File: src/rtl/kyber_pkg.sv
// Shared ML-KEM constants, GenMatrix controller state encoding and XOF seed packing.
package kyber_pkg;

    localparam int unsigned Q     = 3329;
    localparam int unsigned N     = 256;
    localparam int unsigned K_MAX = 4;

    typedef enum logic [2:0] {
        S_IDLE,
        S_ISSUE,
        S_RUN,
        S_WAIT_SN,
        S_DONE
    } gen_state_t;

    // Byte b of the seed sits at [8b+:8]: rho in bytes 0..31, then b32, then b33.
    function automatic logic [271:0] build_xof_seed(input logic [255:0] rho,
                                                    input logic [7:0]   b32,
                                                    input logic [7:0]   b33);
        return {b33, b32, rho};
    endfunction

endpackage

File: src/rtl/matrix_gen_ctrl.sv
// GenMatrix sequencer: runs SHAKE128 + SampleNTT once per (i,j) of the k x k matrix A-hat
// and streams each polynomial's coefficients into the polynomial RAM.
module matrix_gen_ctrl #(
    parameter int unsigned K_MAX  = kyber_pkg::K_MAX,
    parameter int unsigned IDX_W  = $clog2(K_MAX * K_MAX),
    parameter int unsigned ADDR_W = IDX_W + 8
) (
    input  logic              clk,
    input  logic              rst,
    input  logic              start_i,
    input  logic [2:0]        k_i,
    input  logic              transpose_i,
    input  logic [255:0]      rho_i,
    output logic              busy_o,
    output logic              done_o,
    output logic              err_o,
    input  logic              xof_ready_i,
    output logic              xof_start_o,
    output logic [271:0]      xof_seed_o,
    output logic              xof_stop_o,
    output logic              sn_start_o,
    input  logic              sn_done_i,
    input  logic [15:0]       s_data_i,
    input  logic              s_valid_i,
    input  logic              s_last_i,
    output logic              s_ready_o,
    output logic              mem_we_o,
    output logic [ADDR_W-1:0] mem_addr_o,
    output logic [11:0]       mem_wdata_o,
    input  logic              mem_ready_i
);
    import kyber_pkg::*;

    gen_state_t   state_q, state_d;
    logic [1:0]   i_q, i_d, j_q, j_d;
    logic [7:0]   cnt_q, cnt_d;
    logic [2:0]   k_q, k_d;
    logic         tr_q, tr_d;
    logic [255:0] rho_q, rho_d;
    logic         err_q, err_d;

    logic       k_ok, j_last, i_last, cnt_full, hs;
    logic [7:0] b32, b33;
    logic       unused_data;

    assign k_ok        = (k_i >= 3'd2) && (k_i <= 3'd4);
    assign j_last      = ({1'b0, j_q} == (k_q - 3'd1));
    assign i_last      = ({1'b0, i_q} == (k_q - 3'd1));
    assign cnt_full    = (cnt_q == 8'(N - 1));
    assign unused_data = ^s_data_i[15:12];

    // Transposed generation swaps which index lands in byte 32; the RAM layout does not change.
    assign b32 = tr_q ? {6'd0, i_q} : {6'd0, j_q};
    assign b33 = tr_q ? {6'd0, j_q} : {6'd0, i_q};

    assign xof_seed_o = build_xof_seed(rho_q, b32, b33);
    assign mem_addr_o = {IDX_W'(i_q * K_MAX + j_q), cnt_q};
    assign busy_o     = (state_q != S_IDLE);
    assign err_o      = err_q;
    assign hs         = (state_q == S_RUN) && s_valid_i && mem_ready_i;

    always_comb begin
        state_d     = state_q;
        i_d         = i_q;
        j_d         = j_q;
        cnt_d       = cnt_q;
        k_d         = k_q;
        tr_d        = tr_q;
        rho_d       = rho_q;
        err_d       = err_q;
        done_o      = 1'b0;
        xof_start_o = 1'b0;
        xof_stop_o  = 1'b0;
        sn_start_o  = 1'b0;
        s_ready_o   = 1'b0;
        mem_we_o    = 1'b0;
        mem_wdata_o = 12'd0;

        unique case (state_q)
            S_IDLE: begin
                if (start_i) begin
                    k_d   = k_i;
                    tr_d  = transpose_i;
                    rho_d = rho_i;
                    err_d = 1'b0;
                    if (!k_ok) begin
                        err_d   = 1'b1;
                        state_d = S_DONE;
                    end else begin
                        i_d     = 2'd0;
                        j_d     = 2'd0;
                        state_d = S_ISSUE;
                    end
                end
            end
            S_ISSUE: begin
                if (xof_ready_i) begin
                    xof_start_o = 1'b1;
                    sn_start_o  = 1'b1;
                    cnt_d       = 8'd0;
                    state_d     = S_RUN;
                end
            end
            S_RUN: begin
                s_ready_o   = mem_ready_i;
                mem_we_o    = hs;
                mem_wdata_o = s_data_i[11:0];
                if (sn_done_i) err_d = 1'b1;
                if (hs) begin
                    cnt_d = cnt_q + 8'd1;
                    // The sampler's last flag must line up exactly with coefficient 255.
                    if (s_last_i != cnt_full) err_d = 1'b1;
                    if (s_data_i[11:0] >= 12'(Q)) err_d = 1'b1;
                    if (s_last_i || cnt_full) state_d = S_WAIT_SN;
                end
            end
            S_WAIT_SN: begin
                if (sn_done_i) begin
                    xof_stop_o = 1'b1;
                    if (j_last) begin
                        j_d     = 2'd0;
                        i_d     = i_q + 2'd1;
                        state_d = i_last ? S_DONE : S_ISSUE;
                    end else begin
                        j_d     = j_q + 2'd1;
                        state_d = S_ISSUE;
                    end
                end
            end
            S_DONE: begin
                done_o  = 1'b1;
                state_d = S_IDLE;
            end
            default: state_d = S_IDLE;
        endcase
    end

    always_ff @(posedge clk) begin
        if (rst) begin
            state_q <= S_IDLE;
            i_q     <= 2'd0;
            j_q     <= 2'd0;
            cnt_q   <= 8'd0;
            k_q     <= 3'd0;
            tr_q    <= 1'b0;
            rho_q   <= 256'd0;
            err_q   <= 1'b0;
        end else begin
            state_q <= state_d;
            i_q     <= i_d;
            j_q     <= j_d;
            cnt_q   <= cnt_d;
            k_q     <= k_d;
            tr_q    <= tr_d;
            rho_q   <= rho_d;
            err_q   <= err_d;
        end
    end

endmodule
File: config.mk
export PLATFORM = sky130hd
export DESIGN_NAME = matrix_gen_ctrl
export DESIGN_NICKNAME = d
export VERILOG_FILES = /design/src/rtl/kyber_pkg.sv /design/src/rtl/matrix_gen_ctrl.sv
export SDC_FILE = /design/constraint.sdc
export NUM_CORES = 1
export LEC_CHECK = 0
export CAP_MARGIN = 10
export CORE_AREA = 4 4 230 232
export CTS_CLUSTER_DIAMETER = 60
export CTS_CLUSTER_SIZE = 10
export DETAILED_ROUTE_END_ITERATION = 10
export DIE_AREA = 0 0 234 236
export PLACE_DENSITY_LB_ADDON = 0.05
export SLEW_MARGIN = 30
export SYNTH_ARGS = -nofsm -noshare
export SYNTH_HDL_FRONTEND = slang
export SYNTH_SLANG_ARGS = --single-unit
export TNS_END_PERCENT = 20
File: constraint.sdc
create_clock -name clk -period 3.6 [get_ports clk]
set_input_delay 0.72 -clock clk [delete_from_list [all_inputs] [get_ports clk]]
set_output_delay 0.72 -clock clk [all_outputs]
set_load 0.05 [all_outputs]
==> results of run 1 <==
layout by cell type, fill, tap and decap left out, drive strengths merged, types with 5 or more instances in the layout:
cell type / n
clkdlybuf4s50: 554
nand2: 527
dfxtp: 276
a21oi: 268
clkbuf: 52
buf: 30
and2: 13
conb: 12
nand3: 11
nor2: 9
diode: 8
inv: 8
xnor2: 6
clkinvlp: 6
nand4b: 5
or4: 5
a211oi: 5
power by group:
part	switching (µW)	total (µW)	leakage [µW]	internal, µW
combinational	1550	2420	0.00361	866
clock	1430	3730	0.000585	2300
sequential	126	3420	0.00227	3300
cell type report:
type | count | area, µm²
clock buffers | 51 | 1110
diodes | 8 | 20.0
fillers | 5372 | 33300
repair buffers | 585 | 5890
flip-flops and latches | 276 | 5530
well taps | 680 | 851
multi-input cells | 911 | 4120
clock inverters | 10 | 119
inverters | 7 | 26.3
through the flow:
| step | utilization | setup slack, ns |
|---|---|---|
| after floorplan | - | 0.924 |
| after global placement | 0.321 | 0.533 |
| after detailed placement | 0.322 | 0.535 |
| after CTS | 0.346 | 0.448 |
| after global routing | 0.346 | 0.343 |
| final | 0.346 | 0.477 |
registers in the layout, indices dropped and copies added, names as in the netlist:
register  cells
k_q           3
rho_q       256
j_q           2
tr_q          1
state_q       3
i_q           2
cnt_q         8
err_o         1
routing by layer:
metal / global-route usage / up-vias / share of wire
met4: 0.0526 / 6 / 0.021
li1: - / 5239 / -
met2: 0.249 / 358 / 0.47
met1: 0.174 / 4788 / 0.39
met5: 0 / - / 0.00092
met3: 0.0749 / 67 / 0.11
path summary, 6_finish.rpt:
path / to / slack, ns
setup / recovery: xof_stop_o / 0.48
hold / removal: rho_q[76] / 0.45
hold reg to reg: rho_q[76] / 0.45
setup reg to reg: rho_q[39] / 1.24
worst max-delay path: stages, from the launching register on:
cell	delay (ns)
dfxtp_1	0.66
nand4b_1	0.28
inv_1	0.10
clkdlybuf4s50_1	0.83
cell families after synthesis:
group           Yosys count  share of synthesized area
simple gates            593                      0.236
mux                       6                    0.00643
other cells               1                   0.000370
flops                   276                      0.546
compound gates          289                      0.148
buf+inv                 114                     0.0528
xor+xnor                  8                    0.00692
fa+ha+maj                 3                    0.00371
==> metrics, run 1 <==
worst min path class=flop to flop; commonest cells in the synthesized netlist=527 x nand2_1, 276 x dfxtp_1, 268 x a21oi_1, 48 x clkbuf_1, 45 x buf_2; Setup violations, final=0; CP startpoint=state_q[1]; EDFF count, synth=0; Hold Path Depth=2; Via density=just over 4; Startpoint Class=flop; Post-Syn Area=10100 µm²; most frequent cell after synthesis=nand2_1; pwr/cell area=542 nW/µm²; unrepaired setup endpoints after global routing=no; cell row count=83; Primary FF master, synth=dfxtp_1; routed wire length=44700 µm; cts bufs inserted=39; Period minus WS final=3.12 ns; CTS HTree Levels=2; postcts setup bufs=0; Max-cap violations=0; die extent in y=236 µm; Post-DP Area=approximately 16000 µm²; Final Power=9570 µW; number of iterations in the first detailed-routing pass=4; critical path peak fanout=14; CTS tree=done; Peak Freq=320 MHz; initial core utilization=0.199; vias=~10000; Root Buffer=clkbuf_16; DP Cell Count=roughly 2500; critical path type=flop to output port; Slew @ Worst Pin=0.928 ns; pin count of the biggest net entering global routing=~120; overall die width=around 230 µm; Ys Warns=0; Initial DRC Count=404; RePlAce Congestion=about 0.75; max_slew headroom=0.382; Die Area=55200 µm²; Final Instance Area=between 15000 and 20000 µm²; Seq/Total Area, Yosys=0.546; run status=finished clean; Total GRT Usage=0.153; syn avg cell area=slightly below 8 µm²; Wirelength per Cell=between 15 and 20 µm; Setup Skew=0.0137 ns; flops & latches, synth=276; cts repair resizes=0; first-pass GRT wire length=approximately 65000 µm; core area=approximately 51000 µm²; # clock sinks=~280; share of layout cells above drive strength 1=0.0516; setup_tns=0 ns; DRC=0; final slew viol count=0; Crit. End Element=output port; post-synth top area share=0.546; post-DP HPWL=approximately 32000 µm; initial antenna violation count=11; worst reg-to-reg path cell count=5; WP data required=between 2 and 3 ns; Static Leakage=approximately 0.0065 µW; Area growth syn-to-layout=74.4%; post-synthesis cell count=between 1000 and 1500; Hold Startpoint=rho_q[76]; worst skew pair latency=approximately 0.54 ns; Hold Vio Cnt, Final=0; worst-case clock buffer depth=3; via count of the first global-routing pass=10100; Synth area leader=dfxtp_1; IO buf count=571; Peak supply drop=between 0.0003 and 0.0004 V; global route total overflow=0; Yosys cell types=42; clk slew on worst S/H paths=around 0.050 ns; Final period util=0.868; Synth area leaders=dfxtp_1 55%, nand2_1 20%, a21oi_1 13%, buf_2 2.2%, clkbuf_1 1.8%; FFs w/ async S/R, synth=0; RR Startpoint=state_q[2]; Critical Path AT=around 2.4 ns; worst hold margin=0.450 ns; Layout Cells excl Fill=between 2000 and 3000; nets=2107; I/O pins=between 500 and 600; Final ANT Viol Nets=0; Hold Buf Count CTS=0
Power figures use the tool's default switching activity.
==> inputs of run 2 (changes only) <==
--- a/config.mk
+++ b/config.mk
@@ -6,11 +6,11 @@
 export NUM_CORES = 1
 export LEC_CHECK = 0
 export CAP_MARGIN = 10
-export CORE_AREA = 4 4 230 232
+export CORE_AREA = 4 4 225 227
 export CTS_CLUSTER_DIAMETER = 60
 export CTS_CLUSTER_SIZE = 10
 export DETAILED_ROUTE_END_ITERATION = 10
-export DIE_AREA = 0 0 234 236
+export DIE_AREA = 0 0 229 231
 export PLACE_DENSITY_LB_ADDON = 0.05
 export SLEW_MARGIN = 30
 export SYNTH_ARGS = -nofsm -noshare
==> constraint.sdc (replaced) <==
create_clock -name clk -period 3.36 [get_ports clk]
set_input_delay 0.672 -clock clk [delete_from_list [all_inputs] [get_ports clk]]
set_output_delay 0.672 -clock clk [all_outputs]
set_load 0.05 [all_outputs]
==> metrics, run 2 (synthesis results as in run 1) <==
Top reg by flops=rho_q; Peak supply drop=0.000291 V; RR Startpoint=cnt_q[0]; Layout Cells excl Fill=2460; first-pass GRT wire length=65600 µm; crit-path max cell delay=between 0.8 and 0.9 ns; pin count of the biggest net entering global routing=around 110; WHS Endpoint=rho_q[98]; postcts setup bufs=0; Setup violations, final=0; Final period util=0.847; initial antenna violation count=8; critical-path cell list=or3_1, clkdlybuf4s50_1; worst skew pair latency=between 0.5 and 0.6 ns; worst min path class=flop to flop; Area growth syn-to-layout=73.8%; Final ANT Viol Nets=0; DP Cell Count=2403; critical path type=flop to output port; clk slew on worst S/H paths=around 0.05 ns; worst-case clock buffer depth=3; cts bufs inserted=37; initial core utilization=0.208; DRC=0; # clock sinks=approximately 280; post-DP HPWL=32400 µm; WP data required=~2.7 ns; pwr/cell area=~560 nW/µm²; Hold Vio Cnt, Final=0; Startpoint Class=flop; core area=around 49000 µm²; Worst path slowest cell=clkdlybuf4s50_1; I/O pins=588; IO buf count=~570; Slew @ Worst Pin=roughly 0.9 ns; Hold Startpoint=rho_q[98]; commonest non-fill, non-tap cell in the layout=clkdlybuf4s50_1; Final Util=0.362; via count of the first global-routing pass=10300; Largest regs=rho_q: 256 flops, cnt_q: 8 flops; critical path peak fanout=14; max reg flops=approximately 260; CTS tree=done; Final Power=approximately 10000 µW; Peak Freq=about 350 MHz; Via density=~4.2; max_slew headroom=0.417; nets=about 2100; share of layout cells above drive strength 1=0.0485; global route total overflow=0; Root Buffer=clkbuf_16; setup_tns=0 ns; Hold Buf Count CTS=0; CTS HTree Levels=2; Reg-to-Reg End=state_q[2]; Crit. End Element=output port; most frequent cells in the layout=553 x clkdlybuf4s50_1, 527 x nand2_1, 276 x dfxtp_1, 268 x a21oi_1, 37 x clkbuf_16; routed wire length=~45000 µm; Hold Path Depth=2; number of iterations in the first detailed-routing pass=6; cts repair resizes=0; Die Area=52900 µm²; unrepaired setup endpoints after global routing=no; run status=finished clean; Static Leakage=0.00645 µW; Critical Path AT=2.18 ns; overall die width=between 200 and 250 µm; Setup Skew=about 0.019 ns; cell row count=about 80; Period minus WS final=~2.8 ns; filler cell count=around 5100; RePlAce Congestion=between 0.7 and 0.8; Total GRT Usage=0.161; final slew viol count=0; Max-cap violations=0; vias=between 10000 and 15000; die extent in y=approximately 230 µm; Wirelength per Cell=roughly 18 µm; Initial DRC Count=approximately 470; reg-to-reg slack, setup=roughly 1.2 ns; worst reg-to-reg path cell count=7
-- run 2: worst max-delay path: cells and delay by family (launching register included) --
kind | cells | cell delay, ns
flops | 1 | 0.61
simple gates | 1 | 0.21
buf+inv | 1 | 0.85
-- run 2: metal layers --
| metal | GRT usage | wire (µm) | up-vias |
|---|---|---|---|
| met5 | 0 | 56 | - |
| met4 | 0.0481 | 1000 | 10 |
| met3 | 0.0758 | 4710 | 67 |
| met2 | 0.270 | 21200 | 369 |
| met1 | 0.182 | 18100 | 4724 |
| li1 | - | - | 5225 |
-- run 2: worst max-delay path by stage --
| stage | startpoint | end | cells past startpoint |
|---|---|---|---|
| global route | state_q[0] | busy_o | 2 |
| global placement | xof_ready_i | xof_start_o | 4 |
| finish | state_q[1] | busy_o | 2 |
| CTS | state_q[0] | busy_o | 2 |
| detailed placement | start_i | rho_q[138] | 5 |
| floorplan | i_q[0] | xof_seed_o[264] | 2 |
-- run 2: power breakdown --
group	total (µW)	leakage [µW]	switching, µW	internal (µW)
clock	3650	0.000527	1460	2190
combinational	2610	0.00366	1670	938
sequential	3660	0.00227	128	3530
total	9920	0.00645	3260	6660
-- run 2: area by class of cell --
cell class	count	area, µm²	share of cell area
tap	622	778	0.0442
inverter	7	26.3	0.00149
sequential	276	5530	0.314
antenna	3	7.51	0.000426
clock inverter	8	96.3	0.00547
multi-input combinational	911	4120	0.234
clock buffer	46	980	0.0557
timing repair buffer	587	6070	0.345
-- run 2: per-stage QoR --
stage	worst slack, ns	hold slack, ns	cell area (µm²)
finish	0.512	0.451	17600
CTS	0.459	0.453	17600
global route	0.400	0.465	17600
global placement	0.730	0.442	16500
detailed placement	0.703	0.446	16500
floorplan	0.732	0.436	10200
==> inputs of run 3 (changes only) <==
==> constraint.sdc (replaced) <==
create_clock -name clk -period 2.75 [get_ports clk]
set_input_delay 0.55 -clock clk [delete_from_list [all_inputs] [get_ports clk]]
set_output_delay 0.55 -clock clk [all_outputs]
set_load 0.05 [all_outputs]
==> metrics, run 3 (synthesis results as in run 1) <==
pin count of the biggest net entering global routing=91; Antenna diodes=0; CTS tree=done; Wirelength per Cell=about 18 µm; Largest regs=rho_q: 256 flops, cnt_q: 8 flops; DRC=0; post-DP HPWL=between 30000 and 40000 µm; Internal Power=slightly above 8000 µW; Period minus WS final=between 2 and 3 ns; Psw=around 4000 µW; Root Buffer=clkbuf_16; max reg flops=about 260; Setup violations, final=0; nets=about 2100; worst reg-to-reg path cell count=6; switching share of power=0.327; # clock sinks=276; Logic pwr share=0.259; Final period util=0.954; share of layout cells above drive strength 1=0.0572; Die Area=~53000 µm²; IO buf count=571; Slew @ Worst Pin=approximately 0.74 ns; Static Leakage=~0.0066 µW; Critical Path AT=2.07 ns; Startpoint Class=flop; FF/Latch Area=approximately 5500 µm²; Peak supply drop=0.000465 V; first-pass GRT wire length=between 60000 and 70000 µm; via count of the first global-routing pass=10600; core area=approximately 50000 µm²; most frequent cells in the layout=551 x clkdlybuf4s50_1, 527 x nand2_1, 276 x dfxtp_1, 268 x a21oi_1, 41 x clkbuf_16; initial core utilization=0.208; worst-case clock buffer depth=3; vias=~11000; Hold Path Depth=2; cell row count=81; Hold Vio Cnt, Final=0; Layout Cells excl Fill=roughly 2500; Via density=4.25; run status=finished clean; RePlAce Congestion=around 0.74; Top reg by flops=rho_q; filler cell count=5119; global route total overflow=0; cts bufs inserted=38; Initial DRC Count=between 300 and 400; worst skew pair latency=approximately 0.53 ns; Max-cap violations=0; critical path peak fanout=13; worst min path class=flop to flop; DP Cell Count=2415; clk slew on worst S/H paths=approximately 0.05 ns; Crit. End Element=output port; Total GRT Usage=0.161; postcts setup bufs=0; Peak Freq=~380 MHz; setup_tns=0 ns; critical path type=flop to output port; unrepaired setup endpoints after global routing=no; routed wire length=between 40000 and 50000 µm; Hold Buf Count CTS=0; die extent in y=around 230 µm; max_slew headroom=0.507; I/O pins=around 590; overall die width=between 200 and 250 µm; number of iterations in the first detailed-routing pass=5; Area growth syn-to-layout=75.9%; final slew viol count=0; pwr/cell area=between 600 and 700 nW/µm²; Multi-input gate area=4120 µm²; Final ANT Viol Nets=0; Flop pwr share=0.363; CTS HTree Levels=2; Setup Skew=between 0.01 and 0.015 ns; commonest non-fill, non-tap cell in the layout=clkdlybuf4s50_1; initial antenna violation count=3; clock power share=0.378; WP data required=~2.2 ns
[run 3: power by group through the flow]
stage          registers (µW)  clock network (µW)  logic [µW]
2_1_floorplan            5610                   0         818
3_3_place_gp             4550                   0        3240
3_5_place_dp             4560                   0        3250
4_1_cts                  4480                4880        3260
5_1_grt                  4520                5000        3410
6_report                 4480                4660        3200
[run 3: critical path: stages, from the launching register on]
cell and delay, ns:
dfxtp_1 0.43, nor3b_1 0.25, clkdlybuf4s50_1 0.87
[run 3: path summary, 6_finish.rpt]
check	from	to	slack [ns]
setup / recovery	state_q[0]	done_o	0.13
setup reg to reg	cnt_q[2]	state_q[2]	0.62
hold / removal	rho_q[196]	rho_q[196]	0.45
hold reg to reg	rho_q[196]	rho_q[196]	0.45
[run 3: area by class of cell]
class	count	share of cell area
Clock buffer	50	0.0606
Timing Repair Buffer	599	0.348
Tap cell	622	0.0437
Multi-Input combinational cell	911	0.231
Clock inverter	9	0.00499
Sequential cell	276	0.310
Inverter	7	0.00148
[run 3: per-layer routing]
layer / vias up / global-route usage / share of wire
met1: 4802 / 0.183 / 0.40
met3: 73 / 0.0728 / 0.099
met4: 6 / 0.0445 / 0.024
li1: 5262 / - / -
met5: - / 0 / 0.00097
met2: 374 / 0.275 / 0.48
[run 3: stage by stage]
stage | setup WS, ns | cell area [µm²] | power (µW) | util | hold slack (ns)
after floorplan | 0.244 | 10200 | 6430 | - | 0.436
after global placement | 0.263 | 16600 | 7790 | 0.342 | 0.441
after detailed placement | 0.267 | 16600 | 7810 | 0.342 | 0.446
after CTS | 0.0544 | 17800 | 12600 | 0.366 | 0.453
after global routing | 0.00741 | 17800 | 12900 | 0.366 | 0.470
final | 0.128 | 17800 | 12300 | 0.366 | 0.451
[run 3: timing repair]
| action | 4_1_cts | 5_1_grt |
|---|---|---|
| resized for setup | 2 | 0 |
| endpoints found under the setup margin | 2 | 0 |
| endpoints found under the hold margin | 0 | 0 |
